File: config.mk
export PLATFORM = sky130hd
export DESIGN_NAME = pc_sequencer
export DESIGN_NICKNAME = d
export VERILOG_FILES = /design/src/rtl/pc_sequencer.sv
export SDC_FILE = /design/constraint.sdc
export NUM_CORES = 1
export LEC_CHECK = 0
export ABC_AREA = 1
export CAP_MARGIN = 10
export CORE_ASPECT_RATIO = 1.4
export CORE_MARGIN = 3
export CORE_UTILIZATION = 51
export CTS_CLUSTER_DIAMETER = 60
export CTS_CLUSTER_SIZE = 20
export DETAILED_ROUTE_END_ITERATION = 12
export PLACE_DENSITY = 0.8
export SYNTH_ARGS = -nofsm -noshare
export SYNTH_HDL_FRONTEND = slang
export SYNTH_SLANG_ARGS = --single-unit
File: constraint.sdc
create_clock -name clk -period 2.42 [get_ports clk]
set_input_delay 0.605 -clock clk [delete_from_list [all_inputs] [get_ports clk]]
set_output_delay 0.605 -clock clk [all_outputs]
set_load 0.05 [all_outputs]
File: src/rtl/pc_sequencer.sv
// Program-counter stage: sequential/branch/JAL/JALR next-PC selection with a
// redirect pulse, a fixed-length fetch-flush window and a sticky misalignment halt.
module pc_sequencer #(
  parameter logic [31:0] RESET_PC     = 32'h0000_0000,
  parameter int unsigned FLUSH_CYCLES = 1
) (
  input  logic        clk,
  input  logic        reset,
  input  logic [31:0] instr,
  input  logic        instr_valid,
  input  logic        taken,
  input  logic [31:0] rs1_val,
  input  logic        stall,
  output logic [31:0] pc,
  output logic [31:0] pc_plus4,
  output logic        redirect,
  output logic        flush,
  output logic        fault,
  output logic [31:0] retired
);

  localparam int unsigned CW = 3;
  localparam logic [CW-1:0] FLUSH_LOAD = CW'(FLUSH_CYCLES);

  localparam logic [1:0] S_RUN   = 2'd0;
  localparam logic [1:0] S_FLUSH = 2'd1;
  localparam logic [1:0] S_HALT  = 2'd2;

  localparam logic [6:0] OP_B    = 7'b1100011;
  localparam logic [6:0] OP_JAL  = 7'b1101111;
  localparam logic [6:0] OP_JALR = 7'b1100111;

  logic [1:0]    state, state_next;
  logic [31:0]   pc_next, retired_next;
  logic          fault_next;
  logic [CW-1:0] cnt, cnt_next;

  logic [6:0]  opcode;
  logic [31:0] imm_b, imm_j, imm_i, target;
  logic        is_ctrl, accept;

  // Sign-extended RV32I immediates and the control-transfer target
  assign opcode = instr[6:0];
  assign imm_b  = {{20{instr[31]}}, instr[7], instr[30:25], instr[11:8], 1'b0};
  assign imm_j  = {{12{instr[31]}}, instr[19:12], instr[20], instr[30:21], 1'b0};
  assign imm_i  = {{20{instr[31]}}, instr[31:20]};

  always_comb begin
    target = pc + imm_b;
    if (opcode == OP_JAL)
      target = pc + imm_j;
    else if (opcode == OP_JALR)
      target = (rs1_val + imm_i) & ~32'd1;
  end

  assign is_ctrl  = (opcode == OP_B) || (opcode == OP_JAL) || (opcode == OP_JALR);
  assign accept   = (state == S_RUN) && instr_valid && !stall;
  assign pc_plus4 = pc + 32'd4;

  // Next-state and next-value logic
  always_comb begin
    state_next   = state;
    pc_next      = pc;
    retired_next = retired;
    fault_next   = fault;
    cnt_next     = cnt;
    redirect     = 1'b0;
    unique case (state)
      S_RUN: begin
        if (accept) begin
          if (taken && is_ctrl) begin
            if (target[1:0] == 2'b00) begin
              pc_next      = target;
              redirect     = 1'b1;
              retired_next = retired + 32'd1;
              if (FLUSH_LOAD != '0) begin
                state_next = S_FLUSH;
                cnt_next   = FLUSH_LOAD;
              end
            end else begin
              fault_next = 1'b1;
              state_next = S_HALT;
            end
          end else begin
            pc_next      = pc_plus4;
            retired_next = retired + 32'd1;
          end
        end
      end
      S_FLUSH: begin
        // Counter hits zero on this edge when it currently reads one
        cnt_next = cnt - CW'(1);
        if (cnt <= CW'(1)) begin
          state_next = S_RUN;
          cnt_next   = '0;
        end
      end
      S_HALT: begin
        state_next = S_HALT;
      end
      default: begin
        state_next = S_RUN;
      end
    endcase
  end

  always_ff @(posedge clk or posedge reset) begin
    if (reset) begin
      state   <= S_RUN;
      pc      <= RESET_PC;
      retired <= '0;
      fault   <= 1'b0;
      flush   <= 1'b0;
      cnt     <= '0;
    end else begin
      state   <= state_next;
      pc      <= pc_next;
      retired <= retired_next;
      fault   <= fault_next;
      flush   <= (state_next == S_FLUSH);
      cnt     <= cnt_next;
    end
  end

endmodule

==> results of run 1 <==
## cells by family after synthesis
kind of cell / synth area share [%]
mux: 0.09468
simple gates: 44.08
buf+inv: 11.75
compound gates: 11.37
fa+ha+maj: 9.680
xor+xnor: 6.213
flops: 16.80
## Yosys cell counts (2+ instances only)
| cell | count |
|---|---|
| sky130_fd_sc_hd__a21boi_0 | 2 |
| sky130_fd_sc_hd__a21o_1 | 9 |
| sky130_fd_sc_hd__a21oi_1 | 118 |
| sky130_fd_sc_hd__a22oi_1 | 2 |
| sky130_fd_sc_hd__a31oi_1 | 2 |
| sky130_fd_sc_hd__and2_1 | 2 |
| sky130_fd_sc_hd__buf_2 | 7 |
| sky130_fd_sc_hd__buf_4 | 5 |
| sky130_fd_sc_hd__buf_6 | 3 |
| sky130_fd_sc_hd__clkbuf_1 | 14 |
| sky130_fd_sc_hd__clkbuf_2 | 2 |
| sky130_fd_sc_hd__dfrtp_1 | 71 |
| sky130_fd_sc_hd__fa_1 | 3 |
| sky130_fd_sc_hd__ha_1 | 77 |
| sky130_fd_sc_hd__inv_1 | 275 |
| sky130_fd_sc_hd__inv_2 | 7 |
| sky130_fd_sc_hd__nand2_1 | 638 |
| sky130_fd_sc_hd__nand2_2 | 5 |
| sky130_fd_sc_hd__nand3_1 | 152 |
| sky130_fd_sc_hd__nand3b_1 | 10 |
| sky130_fd_sc_hd__nand4_1 | 35 |
| sky130_fd_sc_hd__nor2_1 | 223 |
| sky130_fd_sc_hd__nor3_1 | 32 |
| sky130_fd_sc_hd__nor3_2 | 4 |
| sky130_fd_sc_hd__nor4_1 | 7 |
| sky130_fd_sc_hd__o211ai_1 | 6 |
| sky130_fd_sc_hd__o21a_1 | 3 |
| sky130_fd_sc_hd__o21ai_0 | 58 |
| sky130_fd_sc_hd__o21ai_1 | 4 |
| sky130_fd_sc_hd__o21bai_1 | 9 |
| sky130_fd_sc_hd__o22ai_1 | 2 |
| sky130_fd_sc_hd__or2_2 | 5 |
| sky130_fd_sc_hd__xnor2_1 | 26 |
| sky130_fd_sc_hd__xor2_1 | 49 |
## what timing repair did
item | 4_1_cts
resized for setup | 353
endpoints found under the setup margin | 85
setup buffers | 80
pin swaps | 104
cloned | 3
## per-layer routing
| layer | overflow | global-route usage, % |
|---|---|---|
| met5 | 5 | 43.89 |
| met4 | 515 | 117.6 |
| met3 | 24 | 76.30 |
| met2 | 3079 | 165.8 |
| met1 | 37 | 88.84 |
## per-stage QoR
| stage | setup TNS [ps] | setup slack, ps | util [%] |
|---|---|---|---|
| global placement | -29730 | -684.2 | 76.47 |
| CTS | -4887 | -342.1 | 87.53 |
| detailed placement | -35400 | -798.9 | 76.47 |
| floorplan | -5552 | -219.5 | - |
==> results.txt, run 1 <==
----------------------------------------------------
[Global route]
  Largest net degree at the start of global routing ... 44
  Total congestion overflow after global routing ... around 3700
  Global Route Usage Sum ... 111.2%

[Logic synthesis]
  Fraction of the yosys area taken by sequential cells ... between 10% and 20%
  Cell accounting for the most synthesized area ... sky130_fd_sc_hd__nand2_1
  Number of flops mapped to enable cells by yosys ... 0
  Number of instances in the synthesized netlist ... 1881
  Net count of the mapped netlist ... between 2000 and 2500
  Number of flip-flops and latches in the synthesized netlist ... between 70 and 80
  Synth top area share ... a little under a quarter
  Async S/R FF share, synth ... 100.0%
  Average cell area after synthesis ... 5.621 sq um
  Synthesized area ... roughly 0.011 sq mm
  Most area-consuming cells after synthesis ... sky130_fd_sc_hd__nand2_1, sky130_fd_sc_hd__dfrtp_1, sky130_fd_sc_hd__inv_1
  Count of synthesis-stage warnings from yosys ... 0
  Primary flip-flop cell chosen by synthesis mapping ... sky130_fd_sc_hd__dfrtp_1
  Number of distinct library cell variants in the gate-level netlist after synthesis ... between 40 and 50

[Place]
  Placer's final routability congestion estimate ... 1.017
  Cell area after placement ... 0.01541 sq mm
  Post-detail-place hpwl ... between 30 and 40 mm
  Number of placed instances, taps included ... 2579
  I/O Buffers ... roughly 170

[Clock tree]
  Cell chosen for the clock root ... sky130_fd_sc_hd__clkbuf_16
  H-Tree Depth ... 3
  Inserted Clock Buffers ... 9
  Clock sinks ... between 70 and 80
  Clock Path Buffers ... 2
  Hold-fix buffers at CTS ... 0

[Die]
  I/O Pins ... 168
  Cell row count ... between 60 and 70
  Width of the chip ... ~130 um
  Die boundary height ... between 150 and 200 um
  Starting density of the core ... a little over half

[Timing]
  Worst endpoint left by the global-route repair_timing run ... pc_plus4[28]
  Pin type at the end of the worst path ... primary output

[Run status]
  Status ... aborted with a tool error
  Stage at which the flow ended ... global routing (5_1_grt)
  First reported error ... [ERROR GRT-0232] Routing congestion too high. Check the congestion heatmap in the GUI.

----------------------------------------------------
==> run 2, diff against run 1 <==
CORE_ASPECT_RATIO = unset   (was 1.4)
CORE_UTILIZATION = 39   (was 51)
CTS_CLUSTER_DIAMETER = unset   (was 60)
CTS_CLUSTER_SIZE = unset   (was 20)
PLACE_DENSITY = unset   (was 0.8)
PLACE_DENSITY_LB_ADDON = 0.15   (was unset)
clock period = 3.1 ns   (was 2.42 ns; I/O delays follow)
==> results.txt, run 2 <==
----------------------------------------------------
[Run status]
  Status ... finished clean

[Power and ir drop]
  Proportion of power drawn by flip-flops and latches ... between 10% and 20%
  Power per unit of standard cell area ... 775.7 mW/mm^2
  Leakage component of the power ... 7.963 nW
  Clock network fraction of design power ... a little under a tenth
  Switching power as a share of total power ... around 54%
  Internal power ... about 5.3 mW
  Share of power burned in combinational logic ... between 70% and 80%
  Worst VDD drop ... approximately 0.72 mV
  Net switching power ... about 6.4 mW

[Timing]
  Post-layout min period ... 3076 ps
  Final setup fails ... 0
  Count of final hold-check violations ... 0
  Setup clock skew after layout ... just over 8 ps
  Total Neg Setup Slack ... 0 ps
  Maximum operating frequency ... between 300 and 400 MHz
  Total count of max-transition violations in the final report ... 0
  Worst hold slack ... roughly 450 ps
  Crit share post-route ... 99.24%
  Worst Slack Setup Final ... around 24 ps
  Setup repair after global routing missed its margin ... yes
  Actual transition at the worst max-transition pin ... about 560 ps
  Relative slew margins ... approximately 62%

[Global route]
  Number of global-route vias before repair ... ~13000
  Total congestion overflow after global routing ... 0
  Global Route Usage Sum ... a little under a third
  Antenna violations before repair ... 0
  Largest net degree at the start of global routing ... 51
  Wire length of the first global-routing pass ... 68.75 mm

[Route]
  Via density ... 5.189
  Vias after detailed routing ... between 10000 and 15000
  Detailed-route wire length ... between 40 and 50 mm
  Total DRC errors in the routed layout ... 0
  Number of nets with antenna violations after detailed routing ... 0
  Number of violations reported at the end of detailed-routing iteration 0 ... around 1000
  Final routed wire length divided by cell count ... about 17 um
  First-pass iteration count of the detailed router ... 5

[Die]
  I/O Pins ... ~170
  Area inside the core boundary ... between 0.02 and 0.03 sq mm
  Die outline area ... 0.02912 sq mm
  Starting density of the core ... between 40% and 50%
  Cell row count ... 59
  Die boundary height ... between 150 and 200 um
  Width of the chip ... around 170 um

[Logic synthesis]
  Primary flip-flop cell chosen by synthesis mapping ... sky130_fd_sc_hd__dfrtp_1
  Most used standard cells in the synthesized netlist ... sky130_fd_sc_hd__nand2_1, sky130_fd_sc_hd__inv_1, sky130_fd_sc_hd__nor2_1
  Net count of the mapped netlist ... just over 2000
  Number of instances in the synthesized netlist ... between 1500 and 2000
  Number of flops mapped to enable cells by yosys ... 0
  Number of distinct library cell variants in the gate-level netlist after synthesis ... 48
  Synth top area share ... between 20% and 30%
  Average cell area after synthesis ... about 5.6 sq um
  Number of flip-flops and latches in the synthesized netlist ... 71
  Synthesized area ... around 0.011 sq mm
  Cell accounting for the most synthesized area ... sky130_fd_sc_hd__nand2_1
  Async S/R FF share, synth ... 100.0%
  Count of synthesis-stage warnings from yosys ... 0
  Most repeated cell in the gate-level netlist after synthesis ... sky130_fd_sc_hd__nand2_1
  Fraction of the yosys area taken by sequential cells ... about 17%
  Most area-consuming cells after synthesis ... sky130_fd_sc_hd__nand2_1, sky130_fd_sc_hd__dfrtp_1, sky130_fd_sc_hd__inv_1

[Final layout]
  Number of nets in the layout ... approximately 2400
  Layout Utilization ... roughly 57%
  Antenna Diode Count ... 0
  Commonest cells after routing, fill and taps aside ... sky130_fd_sc_hd__nand2_1, sky130_fd_sc_hd__inv_1, sky130_fd_sc_hd__buf_4, sky130_fd_sc_hd__nor2_1, sky130_fd_sc_hd__nand3_1
  Most common cell after layout, fill and taps aside ... sky130_fd_sc_hd__nand2_1
  Share of cells above drive strength 1 ... around 16%
  Area growth from synthesis to layout ... 42.57%
  Top Registers ... pc (32), retired (32), cnt (3)
  Fill cell count ... 2740
  Design Area, Final ... between 0.015 and 0.02 sq mm

[Clock tree]
  Cell chosen for the clock root ... sky130_fd_sc_hd__clkbuf_16
  H-Tree Depth ... 3
  Clock latency of the later-clocked register in the worst-skew pair ... 360 ps
  Hold-fix buffers at CTS ... 0
  Clock Path Buffers ... 2
  Clock edge transition at the registers on the reported setup and hold paths ... around 70 ps
  CTS tree ... done
  Clock sinks ... between 70 and 80
  Inserted Clock Buffers ... 9

[Setup path]
  Crit Path Max Fanout ... 3
  Biggest cell delay along the critical path ... 390 ps
  Category of the most critical setup path ... reg -> out
  Type of element capturing the critical path ... output pin
  Slowest cell on crit path ... sky130_fd_sc_hd__dfrtp_1
  Worst EP arrival ... 2300 ps
  Critical Path Most Common Cell ... sky130_fd_sc_hd__nor2_4
  Crit path required time ... ~2300 ps
  Launching element type of the critical path ... register
  Cells along the critical path ... ha_2 -> nand2_2 -> nor2_4 -> nand3_4 -> nor2_4 -> inv_4 -> nor2_4 -> nand2_4 -> nor2_4 -> nand2_4 -> xor2_4 -> buf_12

[Place]
  I/O Buffers ... ~170
  Cell area after placement ... roughly 0.014 sq mm
  Dpl ws ... -264.4 ps
  Post-detail-place hpwl ... between 30 and 40 mm
  Placer's final routability congestion estimate ... about 0.95

[Min path]
  Min-delay worst type ... reg -> reg

[Flow run]
  Max-Cap Viols ... 0

----------------------------------------------------
-- run 2: routing by layer --
layer	global-route usage, %	vias to the layer above	wire [um]
li1	-	6724	-
met1	40.74	6188	19960
met2	48.06	458	19630
met3	6.493	65	3314
met4	9.806	0	1547
met5	0	-	0
-- run 2: path summary, 6_finish.rpt --
path	slack (ps)	depth (start not counted)	from	to
max in group asynchronous	1790	3	reset	pc[20]
hold reg to reg	450	1	state[0]	state[1]
setup reg to reg	480	15	pc[2]	pc[13]
min in group asynchronous	720	2	reset	cnt[0]
hold / removal	450	1	state[0]	state[1]
setup / recovery	20	12	pc[3]	pc_plus4[26]
-- run 2: critical path: cells and delay by family, from the launching register on --
family | cells | cell delay [ps]
xor gates and xnor gates | 1 | 180
adders and majority gates | 1 | 210
buffers and inverters | 2 | 220
DFF | 1 | 390
and+or+nand+nor | 8 | 950
-- run 2: logic make-up after synthesis --
group                      count (synthesis)  synth area share, %
AOI/OAI and AO/OA                        220                11.37
xor gates and xnor gates                  75                6.213
adders and majority gates                 80                9.680
buffers and inverters                    316                11.75
DFF                                       71                16.80
muxes                                      1              0.09468
and+or+nand+nor                         1118                44.08
-- run 2: area by class of cell --
class                   instances  area, sq um  share of cell area, %
clock buffers                   9        225.2                  1.494
clock inverters                 7        73.82                 0.4897
inverters                     284         1072                  7.114
multi-input cells            1494         7853                  52.10
flip-flops and latches         71         1789                  11.87
well taps                     335        419.2                  2.781
repair buffers                389         3641                  24.16
-- run 2: stage by stage --
stage          total power [mW]  cells
6_report                  11.69   2589
5_1_grt                   12.60   2589
4_1_cts                   11.50   2583
3_5_place_dp              10.29   2555
3_3_place_gp              10.22   2555
2_1_floorplan             6.578   1881
-- run 2: timing repair --
action                     4_1_cts  5_1_grt
gates resized for setup         19       59
pin swaps                        4       17
setup buffers                   12        7
setup endpoints to repair        9       34
-- run 2: power by group through the flow --
| stage | Clock, mW | Combinational, mW | Sequential, mW |
|---|---|---|---|
| 2_1_floorplan | 0 | 4.32 | 2.26 |
| 3_3_place_gp | 0 | 8.61 | 1.60 |
| 3_5_place_dp | 0 | 8.68 | 1.61 |
| 4_1_cts | 1.12 | 8.79 | 1.59 |
| 5_1_grt | 1.16 | 9.80 | 1.64 |
| 6_report | 1.09 | 9.00 | 1.61 |
Power figures use the tool's default switching activity.
